===== config.mk =====
export PLATFORM = sky130hd
export DESIGN_NAME = beef_branch_unit
export DESIGN_NICKNAME = d
export VERILOG_FILES = /design/src/rtl/beef_branch_unit.sv
export SDC_FILE = /design/constraint.sdc
export NUM_CORES = 1
export LEC_CHECK = 0
export ABC_CLOCK_PERIOD_IN_PS = 3490
export BUFFER_PORTS_ARGS = -buffer_cell sky130_fd_sc_hd__buf_2
export CAP_MARGIN = 40
export CORE_ASPECT_RATIO = 2
export CORE_UTILIZATION = 40
export DETAILED_ROUTE_END_ITERATION = 10
export GPL_TIMING_DRIVEN = 0
export PLACE_DENSITY = 0.58
export SETUP_SLACK_MARGIN = 0.1
export SKIP_LAST_GASP = 1
export SLEW_MARGIN = 30
export SYNTH_ARGS = -nofsm -noshare
export SYNTH_HDL_FRONTEND = slang
export SYNTH_SLANG_ARGS = --single-unit

===== constraint.sdc =====
create_clock -name clk -period 3.49 [get_ports clk]
set_input_delay 0.8725 -clock clk [delete_from_list [all_inputs] [get_ports clk]]
set_output_delay 0.8725 -clock clk [all_outputs]
set_load 0.03 [all_outputs]

===== src/rtl/beef_branch_unit.sv =====
// rtl/beef_branch_unit.sv - structured loop/branch sequencer for the BEEF core
//
// Ports:
//   clk            sole clock, rising edge
//   reset          asynchronous active-high reset
//   insn_valid     qualifies insn/pc this cycle
//   insn, pc       instruction and its address
//   acc_zero       accumulator-is-zero flag from the core
//   skip           combinational: core must not execute insn this cycle
//   pc_load        registered one-cycle PC load request (STALL cycle)
//   pc_target      registered PC load address, held between loads
//   state          CORE=00 BRANCH=01 STALL=10 ERROR=11
//   loop_level     number of occupied loop-return stack entries
//   err_overflow   sticky: stack or nesting counter overflow
//   err_underflow  sticky: CBB with empty stack
module beef_branch_unit #(
  parameter int             INSN_W     = 9,
  parameter int             PC_W       = 16,
  parameter int             LOOP_DEPTH = 8,
  parameter int             NEST_W     = 8,
  parameter logic [INSN_W-1:0] OP_CBF  = 9'b111110110,
  parameter logic [INSN_W-1:0] OP_CBB  = 9'b100110111
) (
  input  logic                              clk,
  input  logic                              reset,
  input  logic                              insn_valid,
  input  logic [INSN_W-1:0]                 insn,
  input  logic [PC_W-1:0]                   pc,
  input  logic                              acc_zero,
  output logic                              skip,
  output logic                              pc_load,
  output logic [PC_W-1:0]                   pc_target,
  output logic [1:0]                        state,
  output logic [$clog2(LOOP_DEPTH+1)-1:0]   loop_level,
  output logic                              err_overflow,
  output logic                              err_underflow
);

  localparam int LVL_W = $clog2(LOOP_DEPTH + 1);
  localparam int IDX_W = $clog2(LOOP_DEPTH);

  typedef enum logic [1:0] {
    S_CORE   = 2'b00,
    S_BRANCH = 2'b01,
    S_STALL  = 2'b10,
    S_ERROR  = 2'b11
  } state_t;

  state_t              r_state;
  state_t              w_state_nxt;
  logic [LVL_W-1:0]    r_level;
  logic [NEST_W-1:0]   r_nest;
  logic [NEST_W-1:0]   w_nest_nxt;
  logic [PC_W-1:0]     r_stack [LOOP_DEPTH];
  logic                r_pc_load;
  logic [PC_W-1:0]     r_pc_target;
  logic                r_err_ovf;
  logic                r_err_unf;

  logic                w_is_cbf;
  logic                w_is_cbb;
  logic                w_full;
  logic                w_empty;
  logic [IDX_W-1:0]    w_top_idx;
  logic [IDX_W-1:0]    w_push_idx;
  logic [PC_W-1:0]     w_return_pc;
  logic                w_push;
  logic                w_pop;
  logic                w_load;
  logic                w_set_ovf;
  logic                w_set_unf;
  logic                w_skip;

  assign w_is_cbf    = (insn == OP_CBF);
  assign w_is_cbb    = (insn == OP_CBB);
  assign w_full      = (r_level == LVL_W'(LOOP_DEPTH));
  assign w_empty     = (r_level == '0);
  // Top index is only used when the stack is non-empty, so the wrap at 0 is harmless.
  assign w_top_idx   = IDX_W'(r_level - LVL_W'(1));
  assign w_push_idx  = IDX_W'(r_level);
  assign w_return_pc = pc + PC_W'(1);

  always_comb begin
    w_state_nxt = r_state;
    w_nest_nxt  = r_nest;
    w_push      = 1'b0;
    w_pop       = 1'b0;
    w_load      = 1'b0;
    w_set_ovf   = 1'b0;
    w_set_unf   = 1'b0;
    w_skip      = 1'b0;
    case (r_state)
      S_CORE: begin
        if (insn_valid) begin
          if (w_is_cbf) begin
            if (acc_zero) begin
              // Loop body is not entered: scan forward to the matching CBB.
              w_nest_nxt  = NEST_W'(1);
              w_skip      = 1'b1;
              w_state_nxt = S_BRANCH;
            end else if (w_full) begin
              w_set_ovf   = 1'b1;
              w_state_nxt = S_ERROR;
            end else begin
              w_push = 1'b1;
            end
          end else if (w_is_cbb) begin
            if (w_empty) begin
              w_set_unf   = 1'b1;
              w_state_nxt = S_ERROR;
            end else if (acc_zero) begin
              w_pop = 1'b1;
            end else begin
              // Loop again: top entry stays for the next iteration.
              w_load      = 1'b1;
              w_state_nxt = S_STALL;
            end
          end
        end
      end
      S_BRANCH: begin
        w_skip = 1'b1;
        if (insn_valid) begin
          if (w_is_cbf) begin
            if (r_nest == '1) begin
              w_set_ovf   = 1'b1;
              w_state_nxt = S_ERROR;
            end else begin
              w_nest_nxt = r_nest + NEST_W'(1);
            end
          end else if (w_is_cbb) begin
            w_nest_nxt = r_nest - NEST_W'(1);
            if (r_nest == NEST_W'(1)) begin
              w_state_nxt = S_CORE;
            end
          end
        end
      end
      S_STALL: begin
        w_skip      = 1'b1;
        w_state_nxt = S_CORE;
      end
      default: begin
        w_skip = 1'b1;
      end
    endcase
  end

  always_ff @(posedge clk or posedge reset) begin
    if (reset) begin
      r_state     <= S_CORE;
      r_level     <= '0;
      r_nest      <= '0;
      r_pc_load   <= 1'b0;
      r_pc_target <= '0;
      r_err_ovf   <= 1'b0;
      r_err_unf   <= 1'b0;
    end else begin
      r_state   <= w_state_nxt;
      r_nest    <= w_nest_nxt;
      r_pc_load <= w_load;
      if (w_load) begin
        r_pc_target <= r_stack[w_top_idx];
      end
      if (w_push) begin
        r_level <= r_level + LVL_W'(1);
      end else if (w_pop) begin
        r_level <= r_level - LVL_W'(1);
      end
      if (w_set_ovf) begin
        r_err_ovf <= 1'b1;
      end
      if (w_set_unf) begin
        r_err_unf <= 1'b1;
      end
    end
  end

  // Entry contents need no reset: loop_level alone defines which are live.
  always_ff @(posedge clk) begin
    if (w_push) begin
      r_stack[w_push_idx] <= w_return_pc;
    end
  end

  assign skip          = w_skip;
  assign pc_load       = r_pc_load;
  assign pc_target     = r_pc_target;
  assign state         = r_state;
  assign loop_level    = r_level;
  assign err_overflow  = r_err_ovf;
  assign err_underflow = r_err_unf;

endmodule


Word level (Yosys, flattened, before mapping)
Memories as Yosys holds them, arrays and structs flattened. A register that Yosys moved wholly into a read port is not among the register bits.
Index checks and enable logic that the tools add are counted.

cells by class
  reduce and logical (&&, ||, !) cells = 7
  add/sub/neg operators = 5
  equality and inequality tests = 18
  muxes and demuxes = 58

operators by type and width
  operator                                                             number
  8-bit 2-to-1 mux                                                     7
  1-bit 2-to-1 mux                                                     34
  2-bit 2-to-1 mux                                                     12
  9-bit == test (second input constant)                                2
  16-bit by 1-bit adder with 16-bit output (second input constant)     1
  8-bit one-hot mux with 2 select lines                                1
  3-bit != test (second input constant)                                5
  9-bit AND reduction                                                  1
  8-bit by 1-bit adder with 8-bit output (second input constant)       1
  8-bit by 1-bit == test with 1-bit output (second input constant)     1
  8-bit == test (second input constant)                                1
  4-bit 2-to-1 mux                                                     2
  2-bit != test (second input constant)                                4
  4-bit != test (second input constant)                                2
  8-bit by 1-bit subtractor with 8-bit output (second input constant)  1
  7-bit AND reduction                                                  1
  2-bit one-hot mux with 3 select lines                                1
  4-bit by 1-bit adder with 4-bit output (second input constant)       1
  4-bit == test (second input constant)                                1
  4-bit zero test                                                      1
  2-bit nonzero test                                                   2
  4-bit by 1-bit subtractor with 4-bit output (second input constant)  1
  3-bit nonzero test                                                   1
  2-bit by 1-bit == test with 1-bit output (second input constant)     1
  3 further kinds                                                      3

storage, ports and cells
  memories = 1
  word-level logic and storage cells = 95
  flip-flop bits (word level) = 17
  output and inout port bits = 26
  bits in writable memories = 128
  bits of input ports = 29

memory list
  name     depth  width  read ports  clocked after Yosys merged registers in  write ports  RTL line  source
  r_stack  8      16     1           1                                        1            54        logic [PC_W-1:0] r_stack [LOOP_DEPTH];

Logic depth before layout (Yosys ltp)
Gate-level depths: netlist (run 1).

  depth in word-level cells = 8
  depth in mapped cells = 10

Least setup slack after synthesis (run 1)
Ideal clock, no wire load.

  kind = reg2reg
  from = register r_level[0], in the netlist loop_level[0]
  to = memory r_stack[4][0], enable pin
  required time = 3.054 ns
  clock period less this slack = 3.814 ns
  arrival time = 3.378 ns
  stages on the path, launching flop included = 7
  buffers on the path = 1
  path slack = -0.324 ns
  cells stage by stage = dfrtp_1 clkbuf_1 inv_1 ha_1 nand3b_1 nand3_1 nor4b_1

on the way
  cells in the longest elaborated chain, start to end = 8

ends and longest elaborated chain
  element                                 RTL line  source
  start: declaration                      51        logic [LVL_W-1:0] r_level;
  start signal: assignment                166       r_level <= r_level + LVL_W'(1);
  start signal: assignment                168       r_level <= r_level - LVL_W'(1);
  4-bit == test                           76        assign w_full = (r_level == LVL_W'(LOOP_DEPTH));
  1-bit 2-to-1 mux                        101       end else if (w_full) begin
  1-bit 2-to-1 mux                        96        if (acc_zero) begin
  1-bit 2-to-1 mux                        95        if (w_is_cbf) begin
  1-bit 2-to-1 mux                        94        if (insn_valid) begin
  1-bit 2-to-1 mux                        92        case (r_state)
  1-bit 2-to-1 mux                        181       if (w_push) begin
  1-bit 2-to-1 mux (not written as such)  182       r_stack[w_push_idx] <= w_return_pc;
  end: declaration                        54

Several ways; a longest one is shown, not always the timed one.

Final worst setup path (run 1)
  from = register r_level[1], in the netlist loop_level[1]
  to = register r_pc_target[5], in the netlist pc_target[5], read port of r_stack

on the way
  cells in the longest elaborated chain, start to end = 6
  elaborated cells on any way between the ends = 7
  classes of those cells = add/sub (1); mux (5); reduce/logical (1)

ends and longest elaborated chain
  element           RTL line  source
  4-bit zero test   77        assign w_empty = (r_level == '0);
  1-bit 2-to-1 mux  108       if (w_empty) begin
  1-bit 2-to-1 mux  107       end else if (w_is_cbb) begin
  1-bit 2-to-1 mux  95
  1-bit 2-to-1 mux  94
  1-bit 2-to-1 mux  92
  end: declaration  56        logic [PC_W-1:0] r_pc_target;

Several ways; a longest one is shown, not always the timed one.
A chain may end at the register's enable or synchronous reset.

==> results of run 1 <==
==> critical path: stages (launching register included) <==
cell      delay, ps
dfrtp_1         380
clkbuf_1        410
inv_1           200
ha_1            310
clkbuf_1        440
clkbuf_1        570
mux4_2          400
mux2i_1         210
a21oi_1         100
==> cells in the mapped netlist (all sizes together) (2+ instances only) <==
| master | number |
|---|---|
| a211oi | 4 |
| xor2 | 6 |
| mux2i | 21 |
| a21oi | 21 |
| nor3 | 13 |
| a22o | 2 |
| buf | 13 |
| nand2 | 10 |
| nand4 | 4 |
| edfxtp | 128 |
| or3 | 5 |
| nor2 | 27 |
| ha | 9 |
| nand3b | 3 |
| o31ai | 2 |
| a211o | 2 |
| mux4 | 32 |
| and3 | 7 |
| nand3 | 14 |
| dfrtp | 33 |
| clkbuf | 8 |
| a22oi | 2 |
| o21bai | 2 |
| o21ai | 5 |
| o22ai | 2 |
| inv | 11 |
| nor4 | 8 |
| and2 | 2 |
| xnor2 | 13 |
| nor3b | 2 |
==> metal layers <==
metal,wire (um),up-vias,GRT usage [%]
met5,0,-,0
met4,401,0,7.92
met3,494,28,3.12
met2,9230,108,35.7
met1,6130,2172,21.6
li1,-,1907,-
==> final timing paths <==
path,endpoint,cells past startpoint
setup / recovery,pc_target[5],8
hold / removal,pc_target[3],2
setup reg to reg,pc_target[5],8
hold reg to reg,err_underflow,1
max in group asynchronous,pc_target[13],3
min in group clk,err_underflow,1
==> layout by cell type, fill, tap and decap left out, types with 8 or more instances in the layout <==
cell	count
nor2_1	27
ha_1	9
clkbuf_16	17
dfrtp_1	33
inv_1	10
nor3_1	9
buf_4	15
nand2_1	10
mux4_2	32
buf_2	67
nand3_1	14
buf_6	9
mux2i_1	21
xnor2_1	13
edfxtp_1	128
clkbuf_1	8
a21oi_1	21
==> final cells by class <==
cell class / count / area [um2] / share of cell area (%)
inverter: 11 / 41.3 / 0.489
clock inverter: 10 / 110 / 1.31
multi-input combinational: 240 / 2280 / 27.1
clock buffer: 22 / 464 / 5.50
sequential: 161 / 4670 / 55.3
timing repair buffer: 79 / 477 / 5.65
buffer: 21 / 129 / 1.53
tap: 210 / 263 / 3.11
==> registers in the layout (all words and copies together), names as in the netlist <==
name           flops
err_overflow       1
err_underflow      1
loop_level         4
pc_load            1
pc_target         16
r_nest             8
r_stack          128
state              2
==> report_power, final <==
part | switching, mW | total, mW | internal [mW] | leakage [nW]
registers | 0.0443 | 2.16 | 2.11 | 1.61
logic | 0.354 | 0.600 | 0.245 | 1.34
clock network | 0.718 | 1.80 | 1.09 | 0.276
total | 1.12 | 4.56 | 3.44 | 3.22
==> logic make-up (layout without fill, tap and decap cells) <==
family | after synthesis | after routing | share of synthesized area (%)
xor+xnor | 19 | 19 | 2.36
mux | 54 | 54 | 13.4
flops | 161 | 161 | 66.3
buf+inv | 32 | 143 | 2.36
simple gates | 104 | 104 | 8.69
fa+ha+maj | 9 | 9 | 1.60
compound gates | 54 | 54 | 5.22
==> timing repair <==
action / CTS / global route
pin swaps: 0 / 0
hold endpoints to repair: 0 / 0
setup endpoints to repair: 22 / 1
resized for setup: 3 / 2
setup buffers: 0 / 0
==> metrics.md, run 1 <==
| Metric | Value |
|---|---|
| Netlist cell types | slightly above 60 |
| Mapped Nets | ~470 |
| Register bit total from synthesis | between 150 and 200 |
| HPWL after DPL | 11800 um |
| CTS buffer count | 17 |
| Cts hold-fix bufs | 0 |
| Site row count | just under 70 |
| Worst setup path startpoint | loop_level[1] |
| Overall Global Routing Usage | between 10% and 20% |
| Clk_skew | 6.26 ps |
| Crit path kind | flop to flop |
| Cell area after synthesis | 7040 um2 |
| Placed cells | 722 |
| Syn avg cell area | 16.3 um2 |
| Fill count | 1492 |
| Layout cells sized above 1 | about 32% |
| Slew Viols, Final | 0 |
| H-Tree Depth | 4 |
| Slew margin rel. | between 50% and 60% |
| EDFF count, synth | approximately 130 |
| I/O pins | 55 |
| Worst-Margin Slew | 658 ps |
| # diodes | 0 |
| Final total power | 4.56 mW |
| Min Clock Period, post-route | ~3100 ps |
| Setup TNS | 0 ps |
| Hold_ws | 374 ps |
| First-pass DRT Iterations | 4 |
| WL/cell | 21.6 um |
| Endpoints failing hold | 0 |
| Hold Path Class | primary input to async pin |
| Total global routing overflow | 0 |
| First-pass GRT wire length | 24800 um |
| Worst EP arrival | between 3000 and 4000 ps |
| Die area | roughly 18000 um2 |
| RSZ-0062 raised after global routing | no |
| Placed cell area | 7850 um2 |
| Post-route cell area | about 8400 um2 |
| Critical Path Source Type | flop |
| Sink Count | 161 |
| Width of the chip | roughly 96 um |
| Final wirelength | between 15000 and 20000 um |
| Initial antenna violation count | 0 |
| Vias in the first global route | around 4400 |
| GPL Wtd Cong | 0.845 |
| Synth warn | 0 |
| DP Worst Slack | -117 ps |
| Util after Layout | about half |
| Worst skew pair latency | about 420 ps |
| Largest net degree at the start of global routing | 25 |
| Status | finished clean |
| Critical R2R Launch | loop_level[1] |
| P&R area growth vs syn | 19.8% |
| Prevailing post-synth register cell | edfxtp_1 |
| Cells after synthesis | about 430 |
| Post-route ant nets | 0 |
| Maximum VDD drop | 276 uV |
| LEAKAGE | around 3.2 nW |
| Ranking of synthesized cells by area | edfxtp_1, dfrtp_1, mux4_2, mux2i_1, xnor2_1 |
| Worst-case clock buffer depth | 2 |
| DIE HEIGHT | 190 um |
| Core area | roughly 17000 um2 |
| Sequential-to-total area share from yosys stat | ~66% |
| Root Buffer | clkbuf_16 |
| I/O Buffers | 54 |
| CP Capture Type | flop |
| Area share of the largest cell type after synthesis | roughly 55% |
| Final worst slack | roughly 350 ps |
| MaxCap Viol Count | 0 |
| Pwr per Cell Area | between 500 and 600 nW/um2 |
| Setup Viol. Count Final | 0 |
| DR iter-0 viols | between 200 and 300 |
| Async SR Flop Fraction | between 20% and 30% |
| Critical path peak fanout | 10 |
| Crit path required time | roughly 3800 ps |
| Largest area contributor in the netlist | edfxtp_1 |
| Fraction of the cycle the final worst path needs | 89.9% |
| Initial Util | between 40 and 50% |
| Clock-pin slew on the worst setup and hold paths | approximately 60 ps |
| Vias post-DR | between 4000 and 5000 |
| Vias per inst | approximately 5.6 |
| Final #Nets | between 500 and 600 |
| FF-to-FF setup slack | between 300 and 400 ps |
| TritonCTS clock tree | done |
| DRC | 0 |
| Post-Layout Cell Count | about 750 |
| Maximum clock rate | between 300 and 400 MHz |
No activity file was read; power rests on OpenSTA's default activity.
==> inputs of run 2 (changes only) <==
Settings changed: ABC_CLOCK_PERIOD_IN_PS 3490 to 3700, PLACE_DENSITY 0.58 to 0.69.
Clock period 3.49 ns to 3.7 ns, I/O delays scaled along.
==> metrics.md, run 2 (synthesis results as in run 1) <==
| Metric | Value |
|---|---|
| Status | finished clean |
| Worst EP arrival | 2310 ps |
| Max reg flops | around 130 |
| Initial Util | between 40% and 50% |
| Site row count | just under 70 |
| P_int | 3.22 mW |
| Die area | around 18000 um2 |
| HPWL after DPL | 11700 um |
| Switching share of power | between 20% and 30% |
| Reg with most FFs | r_stack |
| Min Clock Period, post-route | 3230 ps |
| DR iter-0 viols | 250 |
| First-pass GRT wire length | approximately 24000 um |
| Slew margin rel. | about 56% |
| WL/cell | between 20 and 25 um |
| Width of the chip | 95.8 um |
| Crit path kind | primary input to primary output |
| Seq pwr share | 47.6% |
| RSZ-0062 raised after global routing | no |
| # diodes | 0 |
| Core area | 17300 um2 |
| Most common cell after layout, fill and taps aside | edfxtp_1 |
| Final #Nets | 565 |
| Post-Layout Cell Count | 750 |
| Initial antenna violation count | 0 |
| LEAKAGE | 3.19 nW |
| Hold_ws | 459 ps |
| Setup TNS | 0 ps |
| Worst skew pair latency | between 400 and 500 ps |
| Setup Viol. Count Final | 0 |
| DRC | 0 |
| TritonCTS clock tree | done |
| Flip-flop and latch area | about 4700 um2 |
| Critical path peak fanout | 9 |
| Critical Path Source Type | primary input |
| Routing usage on met2 | 35.8% |
| Vias per inst | between 5 and 6 |
| I/O Buffers | 54 |
| Hold Path Class | primary input to async pin |
| Vias in the first global route | 4358 |
| DIE HEIGHT | around 190 um |
| H-Tree Depth | 4 |
| Slew Viols, Final | 0 |
| Endpoints failing hold | 0 |
| Vias post-DR | 4172 |
| Root Buffer | clkbuf_16 |
| Final wirelength | roughly 16000 um |
| Util after Layout | 48.6% |
| Maximum clock rate | 309 MHz |
| Clock-pin slew on the worst setup and hold paths | 60 ps |
| M3 GR Usage | ~3.5% |
| Maximum VDD drop | roughly 270 uV |
| Fraction of the cycle the final worst path needs | 87.3% |
| Final total power | about 4.3 mW |
| Largest net degree at the start of global routing | 34 |
| Pwr per Cell Area | roughly 510 nW/um2 |
| Crit path required time | 2770 ps |
| Post-route ant nets | 0 |
| Placed cells | 717 |
| Worst-Margin Slew | 661 ps |
| P&R area growth vs syn | 19.3% |
| Multi-input gate area | 2270 um2 |
| Overall Global Routing Usage | between 10% and 20% |
| GPL Wtd Cong | around 0.8 |
| P_sw | about 1.1 mW |
| CTS buffer count | 17 |
| GR peak layer | met2 |
| Clk pwr share | 39.2% |
| Sink Count | between 150 and 200 |
| Comb pwr share | 13.2% |
| Fill count | 1445 |
| Commonest non-fill, non-tap cells in the layout | edfxtp_1, buf_2, dfrtp_1 |
| First-pass DRT Iterations | 4 |
| CP Capture Type | primary output |
| Met1 global-route usage | between 10% and 20% |
| Total global routing overflow | 0 |
| Layout cells sized above 1 | between 30% and 40% |
| I/O pins | between 50 and 60 |
| Clk_skew | ~8.5 ps |
| Worst-case clock buffer depth | 2 |
| MaxCap Viol Count | 0 |
-- run 2: cell types whose count changed in the layout (fill, tap and decap cells not counted), moves of 2 or more --
cell / change
clkinvlp_4: +3
buf_2: -2
clkinv_1: -2
buf_4: -4
clkbuf_8: +2
-- run 2: layout make-up --
cell class                      instances  area share [%]
Sequential cell                       161            55.6
Buffer                                 21            1.53
Clock inverter                          9           0.983
Timing Repair Buffer                   75            5.48
Multi-Input combinational cell        240            27.0
Inverter                               11           0.492
Clock buffer                           23            5.81
Tap cell                              210            3.13
-- run 2: metrics by stage --
stage	instance area (um2)	setup WS [ps]
after floorplan	7050	70.5
after global placement	7580	-1660
after detailed placement	7800	136
after CTS	8370	132
after global routing	8400	347
final	8400	469
-- run 2: power by group through the flow --
stage | Sequential, mW | Combinational, mW | Clock (mW)
after detailed placement | 2.07 | 0.559 | 0
after floorplan | 2.08 | 0.387 | 0
after CTS | 2.03 | 0.563 | 1.70
after global placement | 2.07 | 0.545 | 0
final | 2.03 | 0.564 | 1.67
after global routing | 2.04 | 0.618 | 1.76
-- run 2: final timing paths --
path                                from            end  slack, ps  cells past startpoint
max reg2reg                loop_level[1]   pc_target[5]        570                      8
min reg2reg                err_underflow  err_underflow        470                      1
min                                reset      r_nest[2]        460                      2
min in group clk           err_underflow  err_underflow        470                      1
max                              insn[0]           skip        470                      6
max in group asynchronous          reset  pc_target[15]       2810                      3
-- run 2: critical path, cell delays in order --
cell and delay, ps:
buf_2 110, nand3b_4 220, or3_1 390, clkbuf_1 200
o21ai_0 220, buf_2 230
-- run 2: timing repair --
action	4_1_cts	5_1_grt
hold buffers	0	0
buffers inserted	0	0
endpoints found under the hold margin	0	0
resized for setup	0	5
endpoints found under the setup margin	0	10
-- run 2: per-layer routing --
metal  vias up  share of wire [%]  wire [um]
met5         -                  0          0
met4         0                2.2        344
met3        22                3.2        503
met2       121                 59       9300
met1      2124                 36       5650
li1       1905                  -          -
